[config.mk]
export PLATFORM = sky130hd
export DESIGN_NAME = irq_dispatch
export DESIGN_NICKNAME = d
export VERILOG_FILES = /design/src/rtl/irq_dispatch.sv
export SDC_FILE = /design/constraint.sdc
export NUM_CORES = 1
export LEC_CHECK = 0
export BUFFER_PORTS_ARGS = -buffer_cell sky130_fd_sc_hd__clkbuf_2
export CAP_MARGIN = 40
export CORE_AREA = 2 2 75 77
export DETAILED_ROUTE_END_ITERATION = 10
export DIE_AREA = 0 0 77 79
export GPL_ROUTABILITY_DRIVEN = 0
export HOLD_SLACK_MARGIN = 0.15
export PLACE_DENSITY = 0.89
export SLEW_MARGIN = 0
export SYNTH_ARGS = -nofsm -noshare
export SYNTH_HDL_FRONTEND = slang
export SYNTH_SLANG_ARGS = --single-unit
[constraint.sdc]
create_clock -name CLK -period 2.14 [get_ports CLK]
set_clock_uncertainty 0.1 [all_clocks]
set_input_delay 0.321 -clock CLK [delete_from_list [all_inputs] [get_ports CLK]]
set_output_delay 0.321 -clock CLK [all_outputs]
set_load 0.005 [all_outputs]
[src/rtl/irq_dispatch.sv]
// Two-node interrupt dispatcher. Each node synchronizes its tick/mutex/mem sources,
// latches rising edges into a pending register, and hands them out one at a time by priority.
module irq_node #(
  parameter int SYNC_STAGES = 2,
  parameter int ACK_TIMEOUT = 2000
) (
  input  logic       CLK,
  input  logic       RST_N,
  input  logic [2:0] src,
  input  logic       ack,
  input  logic       clr,
  output logic       irq,
  output logic [1:0] cause,
  output logic       ovr
);
  typedef enum logic [1:0] {IDLE, ASSERT, RELEASE} state_t;

  localparam logic [15:0] TO_LAST = 16'((ACK_TIMEOUT > 0) ? ACK_TIMEOUT - 1 : 0);

  logic [SYNC_STAGES-1:0][2:0] sync;
  logic [2:0]  hist, rise, pend, take, back, pend_nx, hit;
  logic [15:0] cnt;
  logic [1:0]  cause_nx;
  logic        load, timeout;
  state_t      state, state_nx;

  assign rise    = sync[SYNC_STAGES-1] & ~hist;
  assign timeout = (ACK_TIMEOUT != 0) && (cnt == TO_LAST);
  // An event landing on a bit being dispatched this cycle simply re-arms it.
  assign hit     = rise & pend & ~take;
  assign pend_nx = (pend & ~take) | back | rise;
  assign irq     = (state == ASSERT);

  always_comb begin
    state_nx = state;
    take     = '0;
    back     = '0;
    load     = 1'b0;
    cause_nx = cause;
    unique case (state)
      IDLE: if (|pend) begin
        load     = 1'b1;
        state_nx = ASSERT;
        if (pend[2])      begin take = 3'b100; cause_nx = 2'd3; end
        else if (pend[1]) begin take = 3'b010; cause_nx = 2'd2; end
        else              begin take = 3'b001; cause_nx = 2'd1; end
      end
      ASSERT: if (ack) state_nx = RELEASE;
        else if (timeout) begin
          state_nx = IDLE;
          unique case (cause)
            2'd3:    back = 3'b100;
            2'd2:    back = 3'b010;
            2'd1:    back = 3'b001;
            default: back = 3'b000;
          endcase
        end
      RELEASE: if (!ack) state_nx = IDLE;
      default: state_nx = IDLE;
    endcase
  end

  always_ff @(posedge CLK or negedge RST_N) begin
    if (!RST_N) state <= IDLE;
    else        state <= state_nx;
  end

  always_ff @(posedge CLK or negedge RST_N) begin
    if (!RST_N) begin
      sync  <= '0;
      hist  <= '0;
      pend  <= '0;
      cnt   <= '0;
      cause <= '0;
      ovr   <= 1'b0;
    end else begin
      sync  <= {sync[SYNC_STAGES-2:0], src};
      hist  <= sync[SYNC_STAGES-1];
      pend  <= pend_nx;
      cause <= cause_nx;
      ovr   <= (ovr & ~clr) | (|hit);
      if (load)                                    cnt <= '0;
      else if (state == ASSERT && cnt != 16'hFFFF) cnt <= cnt + 16'd1;
    end
  end
endmodule

module irq_dispatch #(
  parameter int SYNC_STAGES = 2,
  parameter int ACK_TIMEOUT = 2000
) (
  input  logic       CLK,
  input  logic       RST_N,
  input  logic       irq0_in,
  input  logic [1:0] irq1_in,
  input  logic       irq2_node0_in,
  input  logic       irq2_node1_in,
  input  logic       node0_ack,
  input  logic       node1_ack,
  output logic       node0_irq,
  output logic       node1_irq,
  output logic [1:0] node0_cause,
  output logic [1:0] node1_cause,
  output logic [1:0] overrun,
  input  logic [1:0] clr_overrun
);
  localparam int NUM_NODES = 2;

  logic [NUM_NODES-1:0][2:0] src;
  logic [NUM_NODES-1:0][1:0] cause;
  logic [NUM_NODES-1:0]      ack, irq;

  // Source order per node: bit2 mem, bit1 mutex, bit0 tick.
  assign src[0] = {irq2_node0_in, irq1_in[0], irq0_in};
  assign src[1] = {irq2_node1_in, irq1_in[1], irq0_in};
  assign ack    = {node1_ack, node0_ack};
  assign node0_irq   = irq[0];
  assign node1_irq   = irq[1];
  assign node0_cause = cause[0];
  assign node1_cause = cause[1];

  for (genvar n = 0; n < NUM_NODES; n++) begin : g_node
    irq_node #(.SYNC_STAGES(SYNC_STAGES), .ACK_TIMEOUT(ACK_TIMEOUT)) u_node (
      .CLK   (CLK),
      .RST_N (RST_N),
      .src   (src[n]),
      .ack   (ack[n]),
      .clr   (clr_overrun[n]),
      .irq   (irq[n]),
      .cause (cause[n]),
      .ovr   (overrun[n])
    );
  end
endmodule

==> impl_summary.txt <==
----------------------------------------------------
[Critical path]
  Path depth of the worst reg2reg path ... 5
  Worst setup path endpoint ... g_node[1].u_node.cnt[9]
  Critical R2R Capture ... g_node[1].u_node.cnt[9]
  Timing startpoint of the critical path ... g_node[1].u_node.cnt[0]
  R2R Setup Slk ... 50 ps
  Endpoint class of the critical path ... register
  Arrival time at the worst endpoint ... 2210 ps
  Required time at the endpoint of the critical path ... 2260 ps
  Setup crit start kind ... register
  Worst setup path category ... register to register
  RR Startpoint ... g_node[1].u_node.cnt[0]
  Critical Path Fanout Max ... 5

[Placement]
  Placed wire-length estimate after detailed placement ... 4.67 mm
  IO buf count ... 18

[Floorplanning]
  Die Y-Extent ... 79 um
  I/O pins ... 19
  Die footprint ... 0.00608 mm2
  Initial cell density of the core ... 0.582
  CORE AREA ... 0.00534 mm2
  Die width ... 77 um
  Floorplan row count ... 27

[Pwr]
  Net switching fraction of the power ... 0.370
  Power density of the placed cells ... 1010 mW/mm2
  Maximum VDD drop ... 0.690 mV
  Clk network pwr share ... 0.257
  Logic pwr share ... 0.313
  Switching power total ... 1.36 mW
  Internal power ... 2.31 mW
  Total power ... 3.67 mW
  Seq pwr share ... 0.430
  Leakage power ... 1.59 nW

[Route]
  Total wirelength of the detailed-routed design ... 6.70 mm
  Wire length per cell ... 15.7 um
  Amount of wire on met3 after detailed routing ... 420 um
  Top routing layer used ... met4
  Detailed router's first-iteration violation count ... 204
  Post-route met1 wirelength ... 2.92 mm
  DR WL met2 ... 3.22 mm
  Drt pass-1 iters ... 5
  Routed Antenna Nets ... 0
  Vias per inst ... 6.35
  Number of vias after detailed routing ... 2716
  Drt drc ... 0

[Clock tree]
  Clock tree from TritonCTS ... built
  Deepest clock path buffer count ... 2
  Reg clk slew, reported paths ... 70 ps
  Clock insertion delay at the later pin of the skew report ... 340 ps
  Cell at the root of the clock tree ... sky130_fd_sc_hd__clkbuf_8
  Clock buffers created by TritonCTS ... 9
  CTS HTree Levels ... 3
  Num Clock Sinks ... 63

[Global routing]
  Via count of the first global-routing pass ... 2570
  Initial antenna violation count ... 0
  Largest net degree at the start of global routing ... 64
  Global-route wire length before repair ... 11.3 mm
  Sum of overflow across all layers after global routing ... 0
  Total routing usage reported by global routing ... 0.235

[Synth]
  Most used flip-flop cell after synthesis ... sky130_fd_sc_hd__dfrtp_1
  Share of async-settable or async-resettable flops after synthesis ... 1.00
  Synthesized netlist net count ... 322
  Yosys Warn Count ... 0
  Sequential share of the synthesized area ... 0.507
  Synth Area per Inst ... 10.1 um2
  Flops & latches, synth ... 63
  Post-Synthesis Cell Area ... 0.00311 mm2
  Number of synthesized flops with an enable pin ... 0
  Cells after Synth ... 309
  Number of unique standard cell types used by synthesis ... 53

[Timing]
  Setup_tns ... 0 ps
  Highest clock frequency the design can meet ... 479 MHz
  Fin crit period ... 2090 ps
  Hold violation total from the final report ... 0
  Final setup violation count ... 0
  Transition time of the tightest slew-check pin ... 424 ps
  Unrepaired setup endpoints after global routing ... no
  Worst relative slew slack ... 0.715
  Crit share post-route ... 0.975
  Slew Viols, Final ... 0
  Hold WS ... 250 ps

[Finish]
  Antenna Diode Count ... 0
  Fraction of final layout cells sized beyond drive strength 1 ... 0.177
  Area Growth Syn to Fin ... 17.0%
  Layout net count ... 365

[Run]
  Number of max-cap violations ... 0

[Status]
  Result of the run ... finished clean

[Min path]
  Min-Delay Path Class ... register to register

----------------------------------------------------
==> synthesized netlist by cell type, types with 2 or more instances <==
cell,count,area (um2)
sky130_fd_sc_hd__nor4_1,9,56.3
sky130_fd_sc_hd__inv_1,10,37.5
sky130_fd_sc_hd__and3_1,6,37.5
sky130_fd_sc_hd__clkbuf_1,3,11.3
sky130_fd_sc_hd__a31oi_1,3,18.8
sky130_fd_sc_hd__o221ai_1,2,17.5
sky130_fd_sc_hd__nand2b_1,8,50.1
sky130_fd_sc_hd__nand4_2,4,50.1
sky130_fd_sc_hd__buf_2,4,20.0
sky130_fd_sc_hd__and2_1,3,18.8
sky130_fd_sc_hd__nand4_1,10,62.6
sky130_fd_sc_hd__or4_1,6,45.0
sky130_fd_sc_hd__mux2i_1,5,50.1
sky130_fd_sc_hd__o211ai_1,6,45.0
sky130_fd_sc_hd__nand2_1,26,97.6
sky130_fd_sc_hd__o41ai_1,2,17.5
sky130_fd_sc_hd__buf_4,3,22.5
sky130_fd_sc_hd__a21oi_1,13,65.1
sky130_fd_sc_hd__and4_1,5,43.8
sky130_fd_sc_hd__a221o_1,4,40.0
sky130_fd_sc_hd__or2_2,2,12.5
sky130_fd_sc_hd__or3_1,9,56.3
sky130_fd_sc_hd__a211o_1,4,35.0
sky130_fd_sc_hd__nand3_1,17,85.1
sky130_fd_sc_hd__nor2b_1,2,12.5
sky130_fd_sc_hd__ha_1,2,25.0
sky130_fd_sc_hd__nor3_1,13,65.1
sky130_fd_sc_hd__dfrtp_1,63,1580
sky130_fd_sc_hd__xnor2_1,2,17.5
sky130_fd_sc_hd__nor2_1,11,41.3
sky130_fd_sc_hd__o21ai_0,21,105
sky130_fd_sc_hd__a21boi_0,2,15.0
sky130_fd_sc_hd__o31ai_1,9,67.6
==> critical path, stage by stage (launching register included) <==
cell,delay [ps]
sky130_fd_sc_hd__dfrtp_1,400
sky130_fd_sc_hd__ha_2,240
sky130_fd_sc_hd__nand4_2,140
sky130_fd_sc_hd__or4_4,600
sky130_fd_sc_hd__and4_1,220
sky130_fd_sc_hd__a221o_1,260
==> worst min path at each step <==
stage | start | to | depth (start not counted)
finish | g_node[0].u_node.sync[1] | g_node[0].u_node.sync[4] | 0
global placement | g_node[1].u_node.sync[1] | g_node[1].u_node.sync[4] | 0
floorplan | RST_N | g_node[0].u_node.cause[0] | 0
global route | g_node[0].u_node.sync[1] | g_node[0].u_node.sync[4] | 0
CTS | g_node[0].u_node.sync[1] | g_node[0].u_node.sync[4] | 0
detailed placement | g_node[0].u_node.sync[1] | g_node[0].u_node.sync[4] | 0
==> per-layer routing <==
layer	global-route usage	up-vias
li1	-	1274
met1	0.304	1309
met2	0.377	116
met3	0.0443	17
met4	0.130	0
met5	0	-
==> sequential cells by signal, summed over array words and instances (netlist names) <==
register / count
g_node.u_node.sync: 10
g_node.u_node.pend: 6
g_node.u_node.hist: 5
g_node.u_node.cnt: 32
g_node.u_node.state: 4
g_node.u_node.cause: 4
g_node.u_node.ovr: 2
==> cell families (layout without fill, tap and decap cells) <==
logic type,Yosys count,count (layout),share of synthesized area
AO/OA/AOI/OAI,79,79,0.176
adder cells (fa/ha/maj),2,2,0.00805
XOR/XNOR,2,2,0.00564
AND/OR/NAND/NOR,137,137,0.257
buffers and inverters,21,68,0.0306
flip-flops,63,63,0.507
multiplexers,5,5,0.0161
==> power groups by stage <==
stage          Clock [mW]  Combinational, mW  Sequential [mW]
2_1_floorplan           0              0.730             1.56
3_3_place_gp            0               1.10             1.58
3_5_place_dp            0               1.12             1.60
4_1_cts             0.961               1.14             1.58
5_1_grt              1.02               1.27             1.61
6_report            0.945               1.15             1.58
==> cell type report <==
| cell class | instances | area (um2) |
|---|---|---|
| fillers | 442 | 1700 |
| clock inverters | 3 | 17.5 |
| repair buffers | 42 | 305 |
| flip-flops and latches | 63 | 1580 |
| clock buffers | 12 | 165 |
| inverters | 11 | 41.3 |
| well taps | 72 | 90.1 |
| multi-input cells | 225 | 1440 |
==> repair_timing <==
item,CTS,global route
hold buffers,9,0
endpoints found under the setup margin,0,5
endpoints found under the hold margin,73,0
setup buffers,0,0
gates resized for setup,0,2
==> cells in the final DEF, fill, tap and decap left out, types with 4 or more instances in the layout <==
| cell | count |
|---|---|
| sky130_fd_sc_hd__nor4_1 | 9 |
| sky130_fd_sc_hd__nand4_1 | 10 |
| sky130_fd_sc_hd__o211ai_1 | 6 |
| sky130_fd_sc_hd__nand3_1 | 17 |
| sky130_fd_sc_hd__a221o_1 | 4 |
| sky130_fd_sc_hd__dlygate4sd3_1 | 9 |
| sky130_fd_sc_hd__o21ai_0 | 21 |
| sky130_fd_sc_hd__or3_1 | 9 |
| sky130_fd_sc_hd__nor3_1 | 13 |
| sky130_fd_sc_hd__nand2b_1 | 8 |
| sky130_fd_sc_hd__and3_1 | 6 |
| sky130_fd_sc_hd__o31ai_1 | 9 |
| sky130_fd_sc_hd__mux2i_1 | 5 |
| sky130_fd_sc_hd__a211o_1 | 4 |
| sky130_fd_sc_hd__dfrtp_1 | 63 |
| sky130_fd_sc_hd__clkbuf_8 | 12 |
| sky130_fd_sc_hd__nand4_2 | 4 |
| sky130_fd_sc_hd__clkbuf_2 | 18 |
| sky130_fd_sc_hd__inv_1 | 10 |
| sky130_fd_sc_hd__nor2_1 | 11 |
| sky130_fd_sc_hd__buf_4 | 14 |
| sky130_fd_sc_hd__or4_1 | 6 |
| sky130_fd_sc_hd__and4_1 | 5 |
| sky130_fd_sc_hd__nand2_1 | 26 |
| sky130_fd_sc_hd__a21oi_1 | 13 |
==> through the flow <==
step,setup WS (ps),instance area [um2],cells,utilization
detailed placement,68.6,3360,404,0.629
global route,1.38,3640,428,0.681
global placement,159,3360,404,0.629
floorplan,202,3110,309,-
finish,53.1,3640,428,0.681
CTS,33.5,3630,428,0.680
Note: power is estimated with default switching activity, not from simulation.
